## src/rtl/id_ex_stage_pkg.sv

```systemverilog
// Core-wide widths and control-word layout shared by the decode/execute slice.
package id_ex_stage_pkg;

    localparam int DATA_W      = 32;
    localparam int REG_IDX_W   = 5;
    localparam int CTRL_W      = 16;
    localparam int MEMREAD_BIT = 0;

    // Control-word bit positions produced by the decoder.
    localparam int CTRL_MEMREAD  = MEMREAD_BIT;
    localparam int CTRL_MEMWRITE = 1;
    localparam int CTRL_REGWRITE = 2;
    localparam int CTRL_MEMTOREG = 3;
    localparam int CTRL_ALUSRC   = 4;
    localparam int CTRL_BRANCH   = 5;
    localparam int CTRL_JUMP     = 6;

    // Write-back bypass: x0 is hard-wired to zero and is never forwarded.
    function automatic logic wb_hits(input logic                 regwrite,
                                     input logic [REG_IDX_W-1:0] wb_rd,
                                     input logic [REG_IDX_W-1:0] rs);
        return regwrite && (wb_rd != '0) && (wb_rd == rs);
    endfunction

endpackage

```

## src/rtl/id_ex_stage_hazard_unit.sv

```systemverilog
// Load-use hazard detection between the instruction in ID and a load in EX.
module id_ex_stage_hazard_unit
    import id_ex_stage_pkg::*;
(
    input  logic                 i_id_valid,
    input  logic [REG_IDX_W-1:0] i_id_rs1,
    input  logic [REG_IDX_W-1:0] i_id_rs2,
    input  logic                 i_ex_valid,
    input  logic                 i_ex_memread,
    input  logic [REG_IDX_W-1:0] i_ex_rd,
    input  logic                 i_flush,
    output logic                 o_stall
);

    logic w_hazard;

    // A load in EX whose result a valid ID instruction needs forces a bubble,
    // unless the ID instruction is being killed by a flush anyway.
    always_comb begin
        w_hazard = i_id_valid && i_ex_valid && i_ex_memread && (i_ex_rd != '0) &&
                   ((i_ex_rd == i_id_rs1) || (i_ex_rd == i_id_rs2));
        o_stall  = w_hazard && !i_flush;
    end

endmodule

```

## src/rtl/id_ex_stage.sv

```systemverilog
// ID/EX pipeline register with write-back bypass, load-use bubble and flush.
module id_ex_stage
    import id_ex_stage_pkg::*;
#(
    parameter int n           = DATA_W,
    parameter int CTRL_W      = id_ex_stage_pkg::CTRL_W,
    parameter int MEMREAD_BIT = id_ex_stage_pkg::MEMREAD_BIT
) (
    input  logic                 clk,
    input  logic                 rst,
    input  logic                 i_id_valid,
    input  logic [n-1:0]         i_id_pc,
    input  logic [4:0]           i_id_rs1,
    input  logic [4:0]           i_id_rs2,
    input  logic [4:0]           i_id_rd,
    input  logic [n-1:0]         i_id_imm,
    input  logic [CTRL_W-1:0]    i_id_ctrl,
    input  logic [n-1:0]         i_rf_rdata1,
    input  logic [n-1:0]         i_rf_rdata2,
    input  logic                 i_wb_regwrite,
    input  logic [4:0]           i_wb_rd,
    input  logic [n-1:0]         i_wb_data,
    input  logic                 i_flush,
    output logic                 o_stall,
    output logic                 o_ex_valid,
    output logic [n-1:0]         o_ex_pc,
    output logic [4:0]           o_ex_rs1,
    output logic [4:0]           o_ex_rs2,
    output logic [4:0]           o_ex_rd,
    output logic [n-1:0]         o_ex_imm,
    output logic [CTRL_W-1:0]    o_ex_ctrl,
    output logic [n-1:0]         o_ex_op1,
    output logic [n-1:0]         o_ex_op2,
    output logic [31:0]          o_stall_cnt
);

    logic              r_ex_valid;
    logic [n-1:0]      r_ex_pc;
    logic [4:0]        r_ex_rs1;
    logic [4:0]        r_ex_rs2;
    logic [4:0]        r_ex_rd;
    logic [n-1:0]      r_ex_imm;
    logic [CTRL_W-1:0] r_ex_ctrl;
    logic [n-1:0]      r_ex_op1;
    logic [n-1:0]      r_ex_op2;
    logic [31:0]       r_stall_cnt;

    logic              w_stall;
    logic [4:0]        w_rs      [2];
    logic [n-1:0]      w_rdata   [2];
    logic [n-1:0]      w_op_next [2];

    assign w_rs[0]    = i_id_rs1;
    assign w_rs[1]    = i_id_rs2;
    assign w_rdata[0] = i_rf_rdata1;
    assign w_rdata[1] = i_rf_rdata2;

    // The register file writes on the edge but reads combinationally, so a
    // same-cycle write-back must be forwarded into each captured operand.
    generate
        for (genvar gi = 0; gi < 2; gi++) begin : g_bypass
            assign w_op_next[gi] = wb_hits(i_wb_regwrite, i_wb_rd, w_rs[gi]) ?
                                   i_wb_data : w_rdata[gi];
        end
    endgenerate

    id_ex_stage_hazard_unit u_hazard (
        .i_id_valid   (i_id_valid),
        .i_id_rs1     (i_id_rs1),
        .i_id_rs2     (i_id_rs2),
        .i_ex_valid   (r_ex_valid),
        .i_ex_memread (r_ex_ctrl[MEMREAD_BIT]),
        .i_ex_rd      (r_ex_rd),
        .i_flush      (i_flush),
        .o_stall      (w_stall)
    );

    // Pipeline update: flush kills, stall bubbles and counts, else capture ID.
    always_ff @(posedge clk or posedge rst) begin
        if (rst) begin
            r_ex_valid  <= 1'b0;
            r_ex_pc     <= '0;
            r_ex_rs1    <= '0;
            r_ex_rs2    <= '0;
            r_ex_rd     <= '0;
            r_ex_imm    <= '0;
            r_ex_ctrl   <= '0;
            r_ex_op1    <= '0;
            r_ex_op2    <= '0;
            r_stall_cnt <= '0;
        end else if (i_flush) begin
            r_ex_valid <= 1'b0;
            r_ex_ctrl  <= '0;
        end else if (w_stall) begin
            r_ex_valid <= 1'b0;
            r_ex_ctrl  <= '0;
            if (r_stall_cnt != 32'hFFFF_FFFF) begin
                r_stall_cnt <= r_stall_cnt + 32'd1;
            end
        end else begin
            r_ex_valid <= i_id_valid;
            r_ex_pc    <= i_id_pc;
            r_ex_rs1   <= i_id_rs1;
            r_ex_rs2   <= i_id_rs2;
            r_ex_rd    <= i_id_rd;
            r_ex_imm   <= i_id_imm;
            r_ex_ctrl  <= i_id_valid ? i_id_ctrl : '0;
            r_ex_op1   <= w_op_next[0];
            r_ex_op2   <= w_op_next[1];
        end
    end

    assign o_stall     = w_stall;
    assign o_ex_valid  = r_ex_valid;
    assign o_ex_pc     = r_ex_pc;
    assign o_ex_rs1    = r_ex_rs1;
    assign o_ex_rs2    = r_ex_rs2;
    assign o_ex_rd     = r_ex_rd;
    assign o_ex_imm    = r_ex_imm;
    assign o_ex_ctrl   = r_ex_ctrl;
    assign o_ex_op1    = r_ex_op1;
    assign o_ex_op2    = r_ex_op2;
    assign o_stall_cnt = r_stall_cnt;

endmodule

```

## config.mk

```make
export PLATFORM = sky130hd
export DESIGN_NAME = id_ex_stage
export DESIGN_NICKNAME = d
export VERILOG_FILES = /design/src/rtl/id_ex_stage_pkg.sv /design/src/rtl/id_ex_stage_hazard_unit.sv /design/src/rtl/id_ex_stage.sv
export SDC_FILE = /design/constraint.sdc
export NUM_CORES = 1
export LEC_CHECK = 0
export BUFFER_PORTS_ARGS = -buffer_cell sky130_fd_sc_hd__buf_4
export CAP_MARGIN = 20
export CORE_AREA = 4 4 150 152
export DETAILED_ROUTE_END_ITERATION = 10
export DIE_AREA = 0 0 154 156
export PLACE_DENSITY = 0.69
export SYNTH_ARGS = -nofsm -noshare
export SYNTH_HDL_FRONTEND = slang
export SYNTH_HIERARCHICAL = 1
export SYNTH_SLANG_ARGS = --single-unit
```

## constraint.sdc

```tcl
create_clock -name clk -period 6.7 [get_ports clk]
set_clock_uncertainty 0.15 [all_clocks]
set_input_delay 0.67 -clock clk [delete_from_list [all_inputs] [get_ports clk]]
set_output_delay 0.67 -clock clk [all_outputs]
set_load 0.05 [all_outputs]
```

# Yosys cells after proc, flatten, opt, wreduce, memory -nomap -nowiden
# Cells that the tools add are included.
# totals
regBits	192
output_inout_bits	193
elab_cells	39
# op_classes
n_addsub	1
eq_ne	5
muxes	7
n_bitwise	2
reduce_logical	14
# ops
cell	count
two-way mux 32 bit	2
two-way mux 16 bit	3
adder 32 x 1 -> 32 bit (second input constant)	1
!= test 32 bit (second input constant)	1
== test 5 bit	4
nonzero test 5 bit	2
logical AND 1 bit	8
AND reduction 3 bit	1
two-way mux 1 bit	2
inverter 1 bit	2
AND reduction 2 bit	1
logical NOT 1 bit	1
logical OR 1 bit	1

# Depth between registers and ports, before layout
# Gate-level depths: netlist of the first run.
# depth
depth_word	7
ltp_mapped	10
mapped_depth_nobuf	9

# Hierarchy
# Netlist of the first run, hierarchy kept.
# by_module_without_submodules
mod	n_inst	cells_per_inst	area_each_um2
id_ex_stage	1	636	8045.2
id_ex_stage_hazard_unit	1	18	140.1

# Worst setup path before layout of the first run
# Ideal clock, no wire load.
# synth_path
kind	reg-to-reg
start	reg r_ex_rd[2], in the netlist o_ex_rd[2]
end	reg r_stall_cnt[3], in the netlist o_stall_cnt[3]
t_arrival_ps	2992
required_time_ps	6406
slack_ps	3414
stages_incl_launch_ff	10
synth_period_minus_slack_ps	3286
cell_sequence	dfrtp_1 -> xor2_1 -> nor3_1 -> nand3_1 -> a221oi_2 -> nand2b_1 -> a31oi_2 -> buf_2 -> nand4_1 -> xnor2_1
# synth_via
elab_chain_len	5
# synth_rtl
item	line_no	rtl
from (decl)	id_ex_stage.sv:41	logic [4:0] r_ex_rd;
from (signal assigned)	id_ex_stage.sv:105	r_ex_rd <= i_id_rd;
== test 5 bit or nonzero test 5 bit (tied branches)	id_ex_stage_hazard_unit.sv:21, id_ex_stage_hazard_unit.sv:20	
logical OR 1 bit or logical AND 1 bit (tied branches)	id_ex_stage_hazard_unit.sv:21, id_ex_stage_hazard_unit.sv:20	
logical AND 1 bit (*)	id_ex_stage_hazard_unit.sv:20	w_hazard = i_id_valid && i_ex_valid && i_ex_memread && (i_ex_rd != '0) &&
logical AND 1 bit (*)	id_ex_stage_hazard_unit.sv:22	o_stall = w_hazard && !i_flush;
named net o_stall	id_ex_stage.sv:24	output logic o_stall,
AND reduction 3 bit (no line) (*)	n/a	
to (signal assigned)	id_ex_stage.sv:98	r_stall_cnt <= r_stall_cnt + 32'd1;
to (decl)	id_ex_stage.sv:46	logic [31:0] r_stall_cnt;
# The timed path passes the listed nets; every way through them passes the cells marked *.
# A chain may end at the register's enable or synchronous reset.

# Worst setup path in the final report of the first run
# layout_path
start	reg r_ex_rd[2], in the netlist o_ex_rd[2]
end	reg r_stall_cnt[1], in the netlist o_stall_cnt[1]
# layout_via
elab_chain_len	5
# layout_rtl
item	line_no
== test 5 bit or nonzero test 5 bit (tied branches)	id_ex_stage_hazard_unit.sv:21, id_ex_stage_hazard_unit.sv:20
logical OR 1 bit or logical AND 1 bit (tied branches)	id_ex_stage_hazard_unit.sv:21, id_ex_stage_hazard_unit.sv:20
logical AND 1 bit (*)	id_ex_stage_hazard_unit.sv:20
logical AND 1 bit (*)	id_ex_stage_hazard_unit.sv:22
AND reduction 3 bit (no line) (*)	n/a
# Mark *: on every way between the ends. The rest lies on a longest branch, timed or not.

==> results.py, run 1 <==
metrics = {
    "status": {
        "outcome": "finished, final reports clean",
    },
    "timing": {
        "min_period_ns": 3.061,
        "finalMaxSlewViolations": 0,
        "setup_violations": 0,
        "worstMarginPinSlew_ns": 1.006,
        "period_share_pct": 45.68,
        "rsz0062_at_grt": "no",
        "finalHoldViolCount": 0,
        "tns_ns": 0,
        "clock.fmax_ghz": 0.3267,
        "whs_ns": 0.2202,
        "slew_headroom_pct": 32.90,
    },
    "pwr": {
        "powerDensity_nw_per_um2": 259.6,
        "p_leak_nw": 5.599,
        "ir_worst_vdd_mv": 0.1613,
    },
    "route": {
        "drc": 0,
        "drt.antenna.violating_nets": 0,
        "drt_iter0_drc": 428,
        "drt_first_pass_iters": 5,
        "drt_wl_total_um": 25790,
        "viasPerCell": 4.934,
        "routed-via-count": 6548,
        "post_drt_wl_per_cell_um": 19.44,
    },
    "cells_and_area": {
        "area_growth_pct": 46.79,
        "antenna_cells": 0,
        "layout-drive-gt1-share_pct": 44.68,
        "final_cell_mix": "398 x buf_4, 192 x dfrtp_1, 75 x nor2_1",
        "mostFrequentLayoutCell": "buf_4",
        "utilization_pct": 57.16,
        "layout.nets": 1241,
    },
    "clock_network": {
        "root_buffer": "clkbuf_16",
        "numCtsBuffers": 17,
        "clk_pin_slew_ns": 0.08,
        "clock_latency_ns": 0.44,
        "cts_tree": "built",
        "cts_max_level": 4,
        "postCtsResizedCells": 0,
        "postCtsHoldBufs": 0,
        "post_cts_buffers": 0,
        "cts_sinks": 192,
        "cts.path.max_buffers": 2,
    },
    "die": {
        "die_h_um": 156,
        "start_util_pct": 38.94,
        "core_area_sq_um": 21020,
        "rows": 53,
        "dieArea_sq_um": 24020,
        "io_pins": 394,
        "fp.dieW_um": 154,
    },
    "synth": {
        "synth_compound_area_share_pct": 4.540,
        "synth-seq-cells": 192,
        "yosysWarnings": 6,
        "synth_nets": 856,
        "yosys.area.top_type": "dfrtp_1",
        "synth_mux_area_share_pct": 18.83,
        "yosys.area_share.xor_xnor_pct": 5.350,
        "synth.area.top_cells": "dfrtp_1 59%, mux2i_1 7.8%, mux2_1 7.2%",
        "synth_top_area_share_pct": 58.70,
        "synth_adder_area_share_pct": 0.1529,
        "yosys.area_share.simple_pct": 10.07,
        "yosysSeqAreaShare_pct": 58.70,
        "syn_avg_cell_area_sq_um": 12.52,
        "synth_top_family_by_area": "multiplexers",
        "syn_inst": 654,
        "ys_types": 33,
        "syn_area_sq_um": 8185,
    },
    "setup_path": {
        "critPathMaxStageDelay_ns": 0.68,
        "reg2reg_to": "o_stall_cnt[1]$_DFFE_PP0P_",
        "crit_path_end_kind": "flip-flop",
        "critPathArrivalTime_ns": 3.24,
        "crit_path_top_delay_cell": "a31oi_2",
        "critical_path.max_fanout": 15,
        "rr_startpoint": "o_ex_rd[2]$_DFFE_PP0P_",
        "cp_top_family": "compound AO/OA/AOI/OAI gates",
        "crit_start": "o_ex_rd[2]$_DFFE_PP0P_",
        "r2r_cells": 7,
        "required_ns": 6.88,
        "path_depth": 7,
        "crit_type": "flip-flop to flip-flop",
        "worstPathCellList": "xor2_1 -> nor3_1 -> nand3_1 -> a221oi_2 -> nand2b_1 -> a31oi_2 -> mux2_1",
        "cp-start-kind": "flip-flop",
        "worstSetupEndpoint": "o_stall_cnt[1]$_DFFE_PP0P_",
        "r2r_slack_ns": 3.64,
        "cp_num_buf_inv": 0,
    },
    "grt": {
        "grt_usage_pct": 20.48,
        "grt_max_degree": 115,
        "antenna_found_initial": 0,
        "first_global_vias": 6653,
        "grt_first_pass_wirelength_um": 38580,
        "grt_overflow": 0,
    },
    "place": {
        "dpl.hpwl_um": 19390,
        "gp_congestion": 0.8645,
        "place.port_buffers": 393,
    },
    "min_path": {
        "hold_path_class": "input port to asynchronous set/reset pin",
    },
    "job": {
        "maxCapViolCount": 0,
    },
}
[metrics by stage]
| stage | instance area (sq um) | instances | total power [mW] | worst slack, ns |
|---|---|---|---|---|
| 5_1_grt | 12020 | 1327 | 3.244 | 3.390 |
| 3_5_place_dp | 11350 | 1293 | 2.082 | 2.980 |
| 3_3_place_gp | 11350 | 1293 | 2.074 | 3.032 |
| 2_1_floorplan | 8185 | 654 | 1.775 | 0.6528 |
| 6_report | 12020 | 1327 | 3.119 | 3.639 |
| 4_1_cts | 11970 | 1325 | 3.157 | 3.232 |
[cells in the mapped netlist]
| cell | instances |
|---|---|
| mux2_2 | 28 |
| nand3_1 | 12 |
| and2_1 | 3 |
| or4_1 | 1 |
| a31oi_2 | 1 |
| o21ai_2 | 1 |
| nand2_1 | 10 |
| nor4_1 | 1 |
| nor3_1 | 5 |
| nand2b_1 | 1 |
| a21oi_1 | 64 |
| mux2_1 | 52 |
| buf_2 | 4 |
| nand4_1 | 21 |
| nand4_2 | 1 |
| clkbuf_1 | 24 |
| a31oi_1 | 1 |
| nand3b_1 | 1 |
| xnor2_1 | 38 |
| dfrtp_1 | 192 |
| a41oi_1 | 1 |
| inv_1 | 4 |
| xor2_1 | 12 |
| nor2b_1 | 1 |
| ha_1 | 1 |
| nor4_4 | 3 |
| mux2i_1 | 64 |
| a221oi_2 | 1 |
| nand3_2 | 1 |
| nand4b_1 | 1 |
| nor2_1 | 76 |
| buf_6 | 6 |
| and3_1 | 22 |
[cells by family (layout without fill, tap and decap cells)]
kind of cell	count (synthesis)	in the layout
AO/OA/AOI/OAI	69	69
XOR/XNOR	50	50
adder cells (fa/ha/maj)	1	1
buffers and inverters	38	436
flip-flops	192	192
multiplexers	144	144
AND/OR/NAND/NOR	160	160
[area by class of cell]
type                       count  area [sq um]
multi-input combinational    424          3196
tap                          275         344.1
clock buffer                  17         425.4
fill                        1840          9006
clock inverter                15         187.7
timing repair buffer         400          3035
inverter                       4         22.52
sequential                   192          4805
[sequential cells by signal, summed over array words and instances, names as in the netlist]
signal,flops
o_ex_rd,5
o_stall_cnt,32
o_ex_op2,32
o_ex_imm,32
o_ex_rs2,5
o_ex_pc,32
o_ex_valid,1
o_ex_ctrl,16
o_ex_op1,32
o_ex_rs1,5
[report_power, final]
part           internal [mW]  switching, mW  total, mW
logic                  0.264          0.493      0.757
registers               1.25         0.0526       1.30
clock network          0.541          0.522       1.06
[worst min-delay path by stage]
stage	startpoint	end	cells after the start
after floorplan	o_ex_op1[0]$_DFFE_PP0P_	o_ex_op1[0]$_DFFE_PP0P_	2
after global placement	o_ex_pc[11]$_DFFE_PP0P_	o_ex_pc[11]$_DFFE_PP0P_	1
after detailed placement	o_ex_pc[18]$_DFFE_PP0P_	o_ex_pc[18]$_DFFE_PP0P_	1
after CTS	rst	o_ex_imm[15]$_DFFE_PP0P_	2
after global routing	rst	o_ex_imm[15]$_DFFE_PP0P_	2
final	rst	o_ex_imm[16]$_DFFE_PP0P_	2
[per-layer routing]
layer / global-route usage [%] / share of wire, %
met3: 6.574 / 8.0
met5: 0 / 0
met2: 35.05 / 51
met4: 6.224 / 2.0
met1: 24.83 / 39
Note: power is estimated with default switching activity, not from simulation.
==> run 2: changes to the inputs <==
Clock period 6.7 ns to 3.15 ns, I/O delays scaled along.
==> run 2 against run 1 <==
Effect of this change: design area is 8.7% higher; setup slack worse by 3.3 ns; final cell count rose by 7.9%; clock power is 100% higher; sequential share of layout area fell by 3.2 points; utilization grew 5.0 points; first-iteration DRC count down 13%; global-route usage up 1.5 points; routed wire length up 3.8%; die area is the same.
==> results.py, run 2 (synthesis results as in run 1) <==
metrics = {
    "status": {
        "outcome": "finished, final reports clean",
    },
    "route": {
        "viasPerCell": 4.853,
        "drt.antenna.violating_nets": 0,
        "drc": 0,
        "drt_first_pass_iters": 4,
        "drt_iter0_drc": 374,
        "post_drt_wl_per_cell_um": 18.70,
        "routed-via-count": 6950,
        "drt_wl_total_um": 26780,
    },
    "timing": {
        "tns_ns": 0,
        "whs_ns": 0.02544,
        "rsz0062_at_grt": "no",
        "slew_headroom_pct": 56.34,
        "finalHoldViolCount": 0,
        "clock.fmax_ghz": 0.3518,
        "period_share_pct": 90.24,
        "min_period_ns": 2.843,
        "finalMaxSlewViolations": 0,
        "setup_violations": 0,
        "worstMarginPinSlew_ns": 0.6534,
    },
    "setup_path": {
        "path_depth": 11,
        "r2r_slack_ns": 0.41,
        "critPathArrivalTime_ns": 3.05,
        "rr_startpoint": "o_ex_rd[1]$_DFFE_PP0P_",
        "reg2reg_to": "o_stall_cnt[26]$_DFFE_PP0P_",
        "crit_path_top_delay_cell": "dlygate4sd3_1",
        "crit_type": "input port to flip-flop",
        "crit_start": "i_id_rs2[1]",
        "cp_top_family": "simple AND/OR/NAND/NOR gates",
        "r2r_cells": 9,
        "required_ns": 3.36,
        "crit_path_end_kind": "flip-flop",
        "worstSetupEndpoint": "o_stall_cnt[26]$_DFFE_PP0P_",
        "worstPathCellList": "dlygate4sd3_1 -> buf_4 -> xor2_1 -> nor3_1 -> nand3_1 -> a221oi_4 -> nand2b_1 -> nor3_1 -> nand3b_1 -> nor2_1 -> xor2_1",
        "critPathMaxStageDelay_ns": 0.54,
        "cp_num_buf_inv": 2,
        "critical_path.max_fanout": 3,
        "cp-start-kind": "input port",
    },
    "pwr": {
        "powerDensity_nw_per_um2": 510.5,
        "ir_worst_vdd_mv": 0.3401,
        "p_leak_nw": 6.053,
        "total_power_mw": 6.667,
    },
    "die": {
        "fp.dieW_um": 154,
        "core_area_sq_um": 21020,
        "io_pins": 394,
        "die_h_um": 156,
        "rows": 53,
        "dieArea_sq_um": 24020,
        "start_util_pct": 38.94,
    },
    "grt": {
        "grt_usage_pct": 21.96,
        "grt_first_pass_wirelength_um": 41680,
        "grt_overflow": 0,
        "antenna_found_initial": 0,
        "first_global_vias": 7492,
        "grt_max_degree": 65,
    },
    "clock_network": {
        "cts_max_level": 4,
        "cts_sinks": 192,
        "root_buffer": "clkbuf_16",
        "post_cts_buffers": 0,
        "numCtsBuffers": 17,
        "cts_tree": "built",
        "cts.path.max_buffers": 2,
        "clk_pin_slew_ns": 0.08,
        "clock_latency_ns": 0.43,
    },
    "cells_and_area": {
        "mostFrequentLayoutCell": "buf_4",
        "layout.nets": 1346,
        "seqCellArea_sq_um": 4805,
        "area_growth_pct": 59.54,
        "multi_input_area_sq_um": 3207,
        "antenna_cells": 0,
        "num-fill-cells": 1639,
        "layout-drive-gt1-share_pct": 41.66,
        "final_cell_mix": "407 x buf_4, 192 x dfrtp_1, 93 x dlygate4sd3_1",
        "final_area_sq_um": 13060,
    },
    "job": {
        "maxCapViolCount": 0,
    },
    "place": {
        "place.port_buffers": 393,
        "gp_congestion": 0.8789,
        "dpl.hpwl_um": 20020,
        "placed_area_sq_um": 11510,
    },
    "min_path": {
        "hold_path_class": "input port to flip-flop",
    },
}
## run 2: per-layer routing
layer	track usage [%]	wire [um]
met3	5.603	1870
met4	7.233	705
met5	0	0
met2	38.77	13920
met1	26.28	10290
## run 2: timing repair
item	4_1_cts	5_1_grt
hold buffers	92	1
endpoints found under the hold margin	124	1
endpoints found under the setup margin	0	0
resized for setup	0	0
## run 2: worst reg2reg max path, delay by kind of cell (launching register included)
family | cells | cell delay (ns)
AND/OR/NAND/NOR | 6 | 1.35
AO/OA/AOI/OAI | 1 | 0.39
flip-flops | 1 | 0.44
XOR/XNOR | 2 | 0.34
## run 2: how the worst min path moves through the flow
| stage | startpoint | to | slack [ns] | cells past startpoint |
|---|---|---|---|---|
| floorplan | i_id_imm[10] | o_ex_imm[10]$_DFFE_PP0P_ | 0.30 | 1 |
| global placement | o_ex_pc[13]$_DFFE_PP0P_ | o_ex_pc[13]$_DFFE_PP0P_ | 0.32 | 1 |
| detailed placement | o_ex_imm[23]$_DFFE_PP0P_ | o_ex_imm[23]$_DFFE_PP0P_ | 0.33 | 1 |
| CTS | i_id_rs2[3] | o_ex_rs2[3]$_DFFE_PP0P_ | 0.00004 | 2 |
| global route | i_id_rs2[3] | o_ex_rs2[3]$_DFFE_PP0P_ | 0.004 | 2 |
| finish | i_id_rs2[3] | o_ex_rs2[3]$_DFFE_PP0P_ | 0.03 | 2 |
## run 2: cell type report
type,count,share of cell area (%)
Sequential cell,192,36.79
Timing Repair Buffer,505,31.29
Multi-Input combinational cell,424,24.56
Clock buffer,17,3.258
Tap cell,275,2.635
Clock inverter,15,1.322
Inverter,4,0.1437
## run 2: where the power goes
part	leakage [nW]	internal, mW	switching, mW
logic	3.45	0.649	1.09
registers	2.31	2.65	0.111
clock network	0.295	1.13	1.03
## run 2: through the flow
stage	util, %	worst slack, ns	std cells
global route	62.12	0.04155	1432
global placement	54.75	0.4835	1306
floorplan	-	0.1011	654
CTS	61.98	0.3326	1430
finish	62.12	0.3074	1432
detailed placement	54.75	0.4044	1306
